### src/rtl/instruction_fetch_if.sv
// Instruction-memory request/response bus between the fetch stage and imem.
// Single outstanding request; one rvalid strobe per request.
interface instruction_fetch_if;
    logic        imem_req;
    logic [31:0] imem_addr;
    logic        imem_rvalid;
    logic [31:0] imem_rdata;

    modport master (
        output imem_req,
        output imem_addr,
        input  imem_rvalid,
        input  imem_rdata
    );

    modport slave (
        input  imem_req,
        input  imem_addr,
        output imem_rvalid,
        output imem_rdata
    );
endinterface

### src/rtl/instruction_fetch.sv
// IF stage: owns the fetch PC, issues single-outstanding imem requests and
// drives the IF/ID register, handling stall, redirect and stale responses.
module instruction_fetch #(
    parameter logic [31:0] RESET_PC = 32'h0000_0000
) (
    input  logic                       clk,
    input  logic                       rst,
    instruction_fetch_if.master        imem,
    input  logic [1:0]                 next_pc_sel,
    input  logic [31:0]                jump_addr,
    input  logic [31:0]                trap_addr,
    input  logic                       stall,
    output logic [31:0]                inst_o,
    output logic [31:0]                pc_o,
    output logic                       inst_valid
);

    typedef enum logic [1:0] {
        PC_PLUS4 = 2'b00,
        JUMP     = 2'b01,
        TRAP     = 2'b10
    } next_pc_type_e;

    typedef enum logic [1:0] {
        BOOT     = 2'b00,
        WAIT_RSP = 2'b01,
        HOLD     = 2'b10,
        DISCARD  = 2'b11
    } fetch_state_e;

    localparam logic [31:0] NOP = 32'h0000_0013;

    fetch_state_e state_q;
    logic [31:0]  fetch_pc_q;
    logic [31:0]  buf_inst_q;
    logic [31:0]  inst_q;
    logic [31:0]  pc_q;
    logic         valid_q;

    logic         redirect;
    logic [31:0]  target_raw;
    logic [31:0]  target;
    logic [31:0]  pc_plus4;
    logic         req;
    logic [31:0]  req_addr;

    assign redirect   = (next_pc_sel != PC_PLUS4);
    assign target_raw = next_pc_sel[1] ? trap_addr : jump_addr;
    assign target     = {target_raw[31:2], 2'b00};
    assign pc_plus4   = fetch_pc_q + 32'd4;

    // Request is combinational so a response can be followed by the next
    // request in the same cycle (1 instruction/cycle with 1-cycle memory).
    always_comb begin
        req      = 1'b0;
        req_addr = fetch_pc_q;
        if (!rst) begin
            case (state_q)
                BOOT: begin
                    req      = 1'b1;
                    req_addr = redirect ? target : fetch_pc_q;
                end
                WAIT_RSP: begin
                    if (imem.imem_rvalid) begin
                        if (redirect) begin
                            req      = 1'b1;
                            req_addr = target;
                        end else if (!stall) begin
                            req      = 1'b1;
                            req_addr = pc_plus4;
                        end
                    end
                end
                HOLD: begin
                    if (redirect) begin
                        req      = 1'b1;
                        req_addr = target;
                    end else if (!stall) begin
                        req      = 1'b1;
                        req_addr = pc_plus4;
                    end
                end
                DISCARD: begin
                    if (imem.imem_rvalid) begin
                        req      = 1'b1;
                        req_addr = redirect ? target : fetch_pc_q;
                    end
                end
                default: ;
            endcase
        end
    end

    assign imem.imem_req  = req;
    assign imem.imem_addr = req_addr;

    always_ff @(posedge clk or posedge rst) begin
        if (rst) begin
            state_q    <= BOOT;
            fetch_pc_q <= RESET_PC;
            buf_inst_q <= '0;
            inst_q     <= NOP;
            pc_q       <= '0;
            valid_q    <= 1'b0;
        end else begin
            // A redirect always bubbles IF/ID; pc_o is deliberately kept.
            if (redirect) begin
                inst_q  <= NOP;
                valid_q <= 1'b0;
            end
            case (state_q)
                BOOT: begin
                    if (redirect) begin
                        fetch_pc_q <= target;
                    end
                    state_q <= WAIT_RSP;
                end
                WAIT_RSP: begin
                    if (redirect) begin
                        fetch_pc_q <= target;
                        if (!imem.imem_rvalid) begin
                            state_q <= DISCARD;
                        end
                    end else if (imem.imem_rvalid) begin
                        if (!stall) begin
                            inst_q     <= imem.imem_rdata;
                            pc_q       <= fetch_pc_q;
                            valid_q    <= 1'b1;
                            fetch_pc_q <= pc_plus4;
                        end else begin
                            buf_inst_q <= imem.imem_rdata;
                            state_q    <= HOLD;
                        end
                    end
                end
                HOLD: begin
                    if (redirect) begin
                        fetch_pc_q <= target;
                        state_q    <= WAIT_RSP;
                    end else if (!stall) begin
                        inst_q     <= buf_inst_q;
                        pc_q       <= fetch_pc_q;
                        valid_q    <= 1'b1;
                        fetch_pc_q <= pc_plus4;
                        state_q    <= WAIT_RSP;
                    end
                end
                DISCARD: begin
                    // Waiting out a stale response; its data is never used.
                    if (redirect) begin
                        fetch_pc_q <= target;
                    end
                    if (imem.imem_rvalid) begin
                        state_q <= WAIT_RSP;
                    end
                end
                default: state_q <= BOOT;
            endcase
        end
    end

    assign inst_o     = inst_q;
    assign pc_o       = pc_q;
    assign inst_valid = valid_q;

endmodule

### src/flat_wrapper.sv
// flat-port wrapper written by rule: the top's interface ports become plain ports
module instruction_fetch_flat 
#(
    parameter logic [31:0] RESET_PC = 32'h0000_0000
)
  (clk, rst, next_pc_sel, jump_addr, trap_addr, stall, inst_o, pc_o, inst_valid, imem_imem_req, imem_imem_addr, imem_imem_rvalid, imem_imem_rdata);
  instruction_fetch_if imem_i ();
  input  logic clk;
  input  logic rst;
  input  logic [1:0] next_pc_sel;
  input  logic [31:0] jump_addr;
  input  logic [31:0] trap_addr;
  input  logic stall;
  output logic [31:0] inst_o;
  output logic [31:0] pc_o;
  output logic inst_valid;
  output wire logic [$bits(imem_i.imem_req)-1:0] imem_imem_req;
  output wire logic [$bits(imem_i.imem_addr)-1:0] imem_imem_addr;
  input wire logic [$bits(imem_i.imem_rvalid)-1:0] imem_imem_rvalid;
  input wire logic [$bits(imem_i.imem_rdata)-1:0] imem_imem_rdata;
  assign imem_imem_req = imem_i.imem_req;
  assign imem_imem_addr = imem_i.imem_addr;
  assign imem_i.imem_rvalid = imem_imem_rvalid;
  assign imem_i.imem_rdata = imem_imem_rdata;
  instruction_fetch #(.RESET_PC(RESET_PC)) u_core (.clk(clk), .rst(rst), .imem(imem_i), .next_pc_sel(next_pc_sel), .jump_addr(jump_addr), .trap_addr(trap_addr), .stall(stall), .inst_o(inst_o), .pc_o(pc_o), .inst_valid(inst_valid));
endmodule
### config.mk
export PLATFORM = sky130hd
export DESIGN_NAME = instruction_fetch_flat
export DESIGN_NICKNAME = d
export VERILOG_FILES = /design/src/rtl/instruction_fetch_if.sv /design/src/rtl/instruction_fetch.sv /design/src/flat_wrapper.sv
export SDC_FILE = /design/constraint.sdc
export NUM_CORES = 1
export LEC_CHECK = 0
export CORE_MARGIN = 5
export CORE_UTILIZATION = 54
export DETAILED_ROUTE_END_ITERATION = 8
export PLACE_DENSITY = 0.95
export RECOVER_POWER = 100
export SETUP_SLACK_MARGIN = 0.4
export SYNTH_ARGS = -nofsm -noshare
export SYNTH_HDL_FRONTEND = slang
export SYNTH_SLANG_ARGS = --single-unit
### constraint.sdc
create_clock -name clk -period 10.5 [get_ports clk]
set_input_delay 2.1 -clock clk [delete_from_list [all_inputs] [get_ports clk]]
set_output_delay 2.1 -clock clk [all_outputs]
set_load 0.01 [all_outputs]
Yosys cells after proc, flatten, opt, wreduce, memory -nomap -nowiden
Index checks and enable logic that the tools add are counted.

operators by class
  reduce and logical (&&, ||, !) cells = 7
  bitwise operators = 1
  muxes and demuxes = 43
  equality and inequality tests = 11
  $add $sub $neg = 1

operators with widths
  cell                                           number
  two-way mux 32 bit                             19
  case mux 32 bit (2 select lines)               2
  case mux 32 bit (4 select lines)               1
  case mux 32 bit (3 select lines)               1
  adder 32 x 3 -> 32 bit, second input constant  1
  two-way mux 2 bit                              7
  two-way mux 1 bit                              10
  != test 3 x 2 -> 1 bit, second input constant  3
  != test 2 bit, second input constant           4
  case mux 2 bit (4 select lines)                1
  AND reduction 4 bit                            2
  AND reduction 5 bit                            1
  == test 2 bit, second input constant           2
  case mux 1 bit (4 select lines)                1
  nonzero test 2 bit                             2
  != test 3 bit, second input constant           1
  == test 2 x 1 -> 1 bit, second input constant  1
  logical NOT 2 bit                              1
  case mux 1 bit (2 select lines)                1
  OR reduction 2 bit                             1
  inverter 1 bit                                 1

word-level totals
  register bits after elaboration = 131
  word-level logic and storage cells = 69
  bits of input ports = 102
  output and inout port bits = 98

Logic depth before layout (Yosys ltp)
Gate-level depths: netlist (run 1).

  word-level depth = 6
  depth in mapped cells = 9
  mapped depth without buffers = 8

Worst setup path after synthesis (run 1)
Ideal clock, no wire load.

  path kind = input port to output port
  start = input port rst
  end = output port imem_imem_addr[2]
  data arrival time = 5.679 ns
  path buffers = 1
  required time = 8.400 ns
  stages on the path = 5
  slack = 2.721 ns
  cell sequence = clkbuf_1 > inv_1 > o21ai_0 > nand2_1 > o221ai_1

between the ends
  word-level cells in the longest chain between the ends = 1

ends and longest elaborated chain
  element             RTL line                 text
  start, declared     flat_wrapper.sv:9        input logic rst;
  two-way mux 32 bit  instruction_fetch.sv:57  if (!rst) begin
  end, declared       flat_wrapper.sv:18       output wire logic [$bits(imem_i.imem_addr)-1:0] imem_imem_addr;

No other way between the ends.

Final worst setup path (run 1)
  start = input port next_pc_sel[1]
  end = output port imem_imem_addr[16]

between the ends
  word-level cells in the longest chain between the ends = 5
  elaborated cells on any way between the ends = 8
  those cells by class = mux (7); reduce/logical (1)

ends and longest elaborated chain
  element                                                          RTL line                                          text
  start, declared                                                  flat_wrapper.sv:10                                input logic [1:0] next_pc_sel;
  two-way mux 32 bit / nonzero test 2 bit (equally long branches)  instruction_fetch.sv:48, instruction_fetch.sv:47
  two-way mux 32 bit, on equally long branches                     --
  two-way mux 32 bit, on equally long branches                     instruction_fetch.sv:84, instruction_fetch.sv:64
  case mux 32 bit (4 select lines) *                               instruction_fetch.sv:58                           case (state_q)
  two-way mux 32 bit *                                             instruction_fetch.sv:57

Mark *: on every way between the ends. The rest lies on a longest branch, timed or not.

==> out/qor.txt, run 1 <==
outcome -> complete, but fails checks
failing checks -> capacitance limit, slew limit
mux cell area share after synthesis -> 0.119
Post-Layout Cell Count -> 1229
Hold Crit Class -> flip-flop to flip-flop
Final Skew -> 0.00527 ns
Post-CTS Resized -> 0
routed len/inst -> 20.7 um
Rows -> 44
Buf+Inv Stages, Crit Path -> 4
post-route ant nets -> 0
Worst-Margin Slew -> 3.96 ns
Post-Synth XOR/XNOR Area -> 0.0198
Data arrival, critical path -> 6.72 ns
CP max-delay cell -> clkbuf_1
Clock transition at path regs -> 0.05 ns
gr usage total -> 0.291
Psw -> 0.950 mW
Worst VDD drop -> 0.128 mV
Die X -> 131 um
crit-path max cell delay -> 1.20 ns
largest area contributor in the netlist -> dfrtp_1
crit-path cells -> clkbuf_1 > clkbuf_1 > nor2_1 > clkbuf_1 > nand2_1 > o21ai_0 > a211o_1 > dlygate4sd3_1
f_max -> 113 MHz
ys flop type -> dfrtp_1
Final nets -> 1140
crit-path most repeated cell -> clkbuf_1
layout cells sized above 1 -> 0.131
Worst EP required -> 8.40 ns
clock network power share -> 0.235
PnR worst setup slack -> 1.68 ns
CP Class -> primary input to output port
H-tree Lvls -> 4
most frequent cells in the layout -> 128 x dfrtp_1, 113 x o21ai_0, 102 x nand2_1
synthesized area per cell -> 9.00 um2
first-pass GRT wire length -> 41500 um
# clock sinks -> 131
setup slack at placement -> 2.90 ns
Final setup viols -> 0
Compound-Gate Fraction of Synth Area -> 0.231
Net Sw Frac -> 0.386
crit share post-route -> 0.840
Hold Vio Cnt, Final -> 0
largest net degree at the start of global routing -> 72
initial antenna violation count -> 0
cell count after synthesis -> 884
leakage power -> 4.22 nW
Worst setup SP type -> primary input
clk buf depth -> 2
Most Used Layer, Global Route -> met2
commonest non-fill, non-tap cell in the layout -> dfrtp_1
sequential share of power -> 0.336
met3 usage -> 0.102
Final TNS setup -> 0 ns
hold slack -> 0.473 ns
CP Max Fanout -> 37
Yosys warnings -> 0
largest family of logic cells by synthesized area -> compound AO/OA/AOI/OAI gates
Top delay family on crit path -> buffers and inverters
global routing usage on met2 -> 0.477
postcts setup bufs -> 0
final worst path period need -> 8.82 ns
detailed placement HPWL -> 17200 um
vias in the first global route -> 8039
clk root buf -> clkbuf_16
adder-cell share of the synthesized area -> 0.00787
Post-synth EDFFs -> 0
Pint -> 1.51 mW
DRC viols -> 0
DR vias -> 7985
Post-CTS Hold Fix Bufs -> 0
core area -> 14500 um2
Slew headroom -> -1.64
Ports -> 200
RSZ-0062 raised after global routing -> no
TritonCTS Buffers -> 17
Gate power share -> 0.429
ANT cells -> 0
die area -> 17300 um2
Initial Util -> 0.549
met1 global-route usage -> 0.345
placed cells -> 1198
top cells by area, synth -> dfrtp_1 40%, mux2_2 11%, o21ai_0 7.1%
MaxCap Viol Count -> 5
Post-Syn Nets -> 991
Setup crit end kind -> output port
total iterations of the first detailed-routing run -> 8
CTS tree -> yes
I/O Buffers -> 195
vias per cell -> 6.50
Synth Register Bits -> 131
Die Y -> 131 um
Iteration-0 DRC Markers -> 1097
Synth async-reset ratio -> 1.00
register area share after synthesis -> 0.413
share of the synthesized area in the top cell type -> 0.403
global placement routability congestion -> 0.922
Synth Area in Simple Gates -> 0.160
GR Overflow Total -> 0
Worst-Skew Late Latency -> 0.42 ns
final count of pins violating max slew -> 239
pwr dens -> 236 nW/um2
Area Growth Syn to Fin -> 31.0%
Cell Area, Synth -> 7950 um2
Netlist cell types -> 69
Routed WL -> 25500 um
[per-layer routing]
| layer | part of all wire | vias to the layer above |
|---|---|---|
| li1 | - | 3534 |
| met1 | 0.37 | 3788 |
| met2 | 0.47 | 542 |
| met3 | 0.12 | 121 |
| met4 | 0.040 | 0 |
| met5 | 0 | - |
[power groups by stage]
stage               Clock [mW]  Combinational (mW)  Sequential [mW]
finish                   0.579                1.05            0.828
detailed placement           0                1.09            0.833
CTS                      0.586                1.10            0.826
floorplan                    0               0.642            0.793
global route             0.613                1.14            0.850
global placement             0                1.06            0.819
[path summary, 6_finish.rpt]
check                      depth (start not counted)               from  slack, ns                    end
min in group asynchronous                          2                rst       3.06      u_core.state_q[0]
max in group asynchronous                          3                rst       2.81  u_core.fetch_pc_q[20]
min                                                2  u_core.inst_o[20]       0.47      u_core.inst_o[20]
max                                                8     next_pc_sel[1]       1.68     imem_imem_addr[16]
min reg2reg                                        2  u_core.inst_o[20]       0.47      u_core.inst_o[20]
max reg2reg                                        6  u_core.state_q[1]       7.13        u_core.pc_o[31]
[sequential cells by signal, summed over array words and instances, names as in the netlist]
name               cells
u_core.buf_inst_q     32
u_core.inst_o         32
u_core.fetch_pc_q     32
u_core.state_q         2
u_core.inst_valid      1
u_core.pc_o           32
[worst min-delay path, cell delays in order, from the launching register on]
cell and delay [ns]:
dfrtp_1 0.34, nand2_1 0.04, o21ai_0 0.06
[layout make-up]
| class | count | area (um2) |
|---|---|---|
| Tap cell | 184 | 230 |
| Inverter | 12 | 46.3 |
| Sequential cell | 131 | 3280 |
| Timing Repair Buffer | 209 | 2020 |
| Clock inverter | 13 | 136 |
| Clock buffer | 18 | 439 |
| Fill cell | 1047 | 4060 |
| Multi-Input combinational cell | 662 | 4260 |
[metrics by stage]
step / cell area, um2 / total power [mW] / utilization
global placement: 9910 / 1.88 / 0.685
floorplan: 7950 / 1.44 / -
detailed placement: 9910 / 1.92 / 0.685
global route: 10400 / 2.60 / 0.719
CTS: 10500 / 2.51 / 0.724
finish: 10400 / 2.46 / 0.719
[cell usage after synthesis (4+ instances only)]
master	instances
nand4_1	6
dfrtp_1	128
o21ai_0	113
clkbuf_1	49
buf_1	6
ha_1	5
or3_1	4
nand3_1	13
xnor2_1	15
nor3_1	27
a22oi_1	41
o31ai_1	7
buf_2	16
a21oi_1	41
a2bb2oi_1	4
or2_2	7
inv_1	12
o221ai_1	5
nand2b_1	12
nand2_1	102
mux2i_1	9
a22o_1	4
o311ai_0	5
a31oi_1	8
nor2b_1	6
nor2_1	62
a211oi_1	5
o22ai_1	8
and3_1	7
mux2_2	76
o211ai_1	10
[cells by family after synthesis]
| family | count (synthesis) |
|---|---|
| adder cells (fa/ha/maj) | 5 |
| AO/OA/AOI/OAI | 288 |
| AND/OR/NAND/NOR | 266 |
| XOR/XNOR | 18 |
| flip-flops | 131 |
| multiplexers | 85 |
| buffers and inverters | 91 |
(Power assumes the default switching activity.)
==> inputs of run 2 (changes only) <==
--- a/config.mk
+++ b/config.mk
@@ -6,9 +6,9 @@
 export NUM_CORES = 1
 export LEC_CHECK = 0
 export CORE_MARGIN = 5
-export CORE_UTILIZATION = 54
+export CORE_UTILIZATION = 45
 export DETAILED_ROUTE_END_ITERATION = 8
-export PLACE_DENSITY = 0.95
+export PLACE_DENSITY = 0.86
 export RECOVER_POWER = 100
 export SETUP_SLACK_MARGIN = 0.4
 export SYNTH_ARGS = -nofsm -noshare
==> constraint.sdc (replaced) <==
create_clock -name clk -period 8.1 [get_ports clk]
set_input_delay 1.62 -clock clk [delete_from_list [all_inputs] [get_ports clk]]
set_output_delay 1.62 -clock clk [all_outputs]
set_load 0.01 [all_outputs]
==> run 2 against run 1 <==
Net effect: the run still ends with capacitance limit, slew limit left; first-iteration DRC count shrank 33%; sequential share of layout area fell by 0.16 points; combinational power increased by 30%; clock skew is 0.0080 ns higher; final area grew 0.52%; register-to-register slack worse by 2.5 ns; utilization down 11 points; worst setup slack worse by 0.78 ns; global-route usage is 3.9 points lower; non-clock buffer count unchanged; critical path type unchanged; critical endpoint is now imem_imem_addr[27]; largest cell class unchanged; largest power group unchanged; highest routed layer unchanged.
==> out/qor.txt, run 2 (synthesis gave the netlist of run 1 again) <==
postcts setup bufs -> 0
Post-Layout Cell Count -> 1271
Iteration-0 DRC Markers -> 739
clk buf depth -> 2
Register-to-Register Path Depth -> 6
Hold Crit Class -> flip-flop to flip-flop
vias in the first global route -> 7704
Clock transition at path regs -> 0.05 ns
RR Endpoint -> u_core.pc_o[29]
fin util -> 0.605
Slew headroom -> -1.79
most frequent cells in the layout -> 128 x dfrtp_1, 113 x o21ai_0, 102 x nand2_1
placed cells -> 1239
ANT cells -> 0
first-pass GRT wire length -> 40700 um
Post-CTS Hold Fix Bufs -> 0
pwr dens -> 306 nW/um2
global placement routability congestion -> 0.938
Worst EP required -> 6.48 ns
post-route ant nets -> 0
CP Class -> primary input to output port
crit-path max cell delay -> 1.19 ns
Final Skew -> 0.0133 ns
GR Overflow Total -> 0
Top delay family on crit path -> simple AND/OR/NAND/NOR gates
Worst setup SP type -> primary input
Post-CTS Resized -> 0
# clock sinks -> 131
core area -> 17300 um2
RSZ-0062 raised after global routing -> no
Data arrival, critical path -> 5.58 ns
Worst VDD drop -> 0.245 mV
f_max -> 139 MHz
largest net degree at the start of global routing -> 78
Hold Vio Cnt, Final -> 0
DR vias -> 7849
layout cells sized above 1 -> 0.132
DRC viols -> 0
CP Max Fanout -> 19
H-tree Lvls -> 4
crit share post-route -> 0.889
routed len/inst -> 20.4 um
Die X -> 143 um
Final TNS setup -> 0 ns
clk root buf -> clkbuf_16
commonest non-fill, non-tap cell in the layout -> dfrtp_1
Final setup viols -> 0
Hold Path Sink -> u_core.inst_o[26]
final worst path period need -> 7.20 ns
Buf+Inv Stages, Crit Path -> 3
Worst-Skew Late Latency -> 0.43 ns
Crit Reg-Reg Startpoint -> u_core.state_q[1]
gr usage total -> 0.252
CP Depth -> 9
TritonCTS Buffers -> 17
CP max-delay cell -> nor4_1
worst reg-to-reg setup slack -> 4.59 ns
Routed WL -> 25900 um
vias per cell -> 6.18
failing checks -> capacitance limit, slew limit
die area -> 20400 um2
Initial Util -> 0.460
Die Y -> 143 um
Ports -> 200
leakage power -> 4.23 nW
final count of pins violating max slew -> 177
outcome -> complete, but fails checks
initial antenna violation count -> 0
Rows -> 48
detailed placement HPWL -> 17400 um
Area Growth Syn to Fin -> 31.7%
CTS tree -> yes
critical hold path startpoint -> u_core.inst_o[26]
I/O Buffers -> 195
MaxCap Viol Count -> 5
Worst-Margin Slew -> 4.18 ns
Final nets -> 1140
hold path depth -> 2
total iterations of the first detailed-routing run -> 6
crit-path cells -> clkdlybuf4s50_1 > clkbuf_1 > nand3b_1 > nor4_1 > nand4_1 > xnor2_1 > nor2_1 > o31ai_1 > dlygate4sd3_1
Setup crit end kind -> output port
[run 2: final cells by class]
class / instances / area [um2]
Fill cell: 1459 / 6830
Inverter: 12 / 50.0
Tap cell: 225 / 282
Clock buffer: 17 / 425
Clock inverter: 15 / 158
Multi-Input combinational cell: 662 / 4260
Timing Repair Buffer: 209 / 2020
Sequential cell: 131 / 3280
[run 2: worst register-to-register path, delay by kind of cell (launching register included)]
| family | cells | cell delay, ns |
|---|---|---|
| DFF | 1 | 0.41 |
| AOI/OAI and AO/OA | 1 | 0.24 |
| buffers and inverters | 2 | 1.58 |
| and+or+nand+nor | 1 | 0.26 |
| adders and majority gates | 1 | 0.44 |
| muxes | 1 | 0.46 |
[run 2: per-stage QoR]
| step | power (mW) | setup slack, ns | hold slack, ns | instance area [um2] |
|---|---|---|---|---|
| finish | 3.21 | 0.899 | 0.467 | 10500 |
| CTS | 3.28 | 1.48 | 0.482 | 10500 |
| global route | 3.40 | 0.709 | 0.496 | 10500 |
| floorplan | 1.86 | 1.28 | 0.462 | 7950 |
| detailed placement | 2.50 | 1.53 | 0.469 | 9970 |
| global placement | 2.46 | 1.55 | 0.460 | 9970 |
[run 2: power breakdown]
part           internal (mW)  total, mW  switching (mW)
Clock                  0.455      0.766           0.312
Combinational          0.625       1.37           0.744
Sequential             0.875       1.07           0.197
[run 2: metal layers]
metal,share of wire,global-route usage
met1,0.39,0.319
met2,0.45,0.391
met3,0.12,0.0911
met4,0.033,0.106
met5,0,0
[run 2: worst max-delay path by stage]
stage,from,end
6_report,stall,imem_imem_addr[27]
4_1_cts,imem_imem_rvalid,imem_imem_addr[31]
3_3_place_gp,imem_imem_rvalid,imem_imem_addr[31]
3_5_place_dp,imem_imem_rvalid,imem_imem_addr[31]
2_1_floorplan,rst,imem_imem_addr[2]
5_1_grt,stall,imem_imem_addr[27]
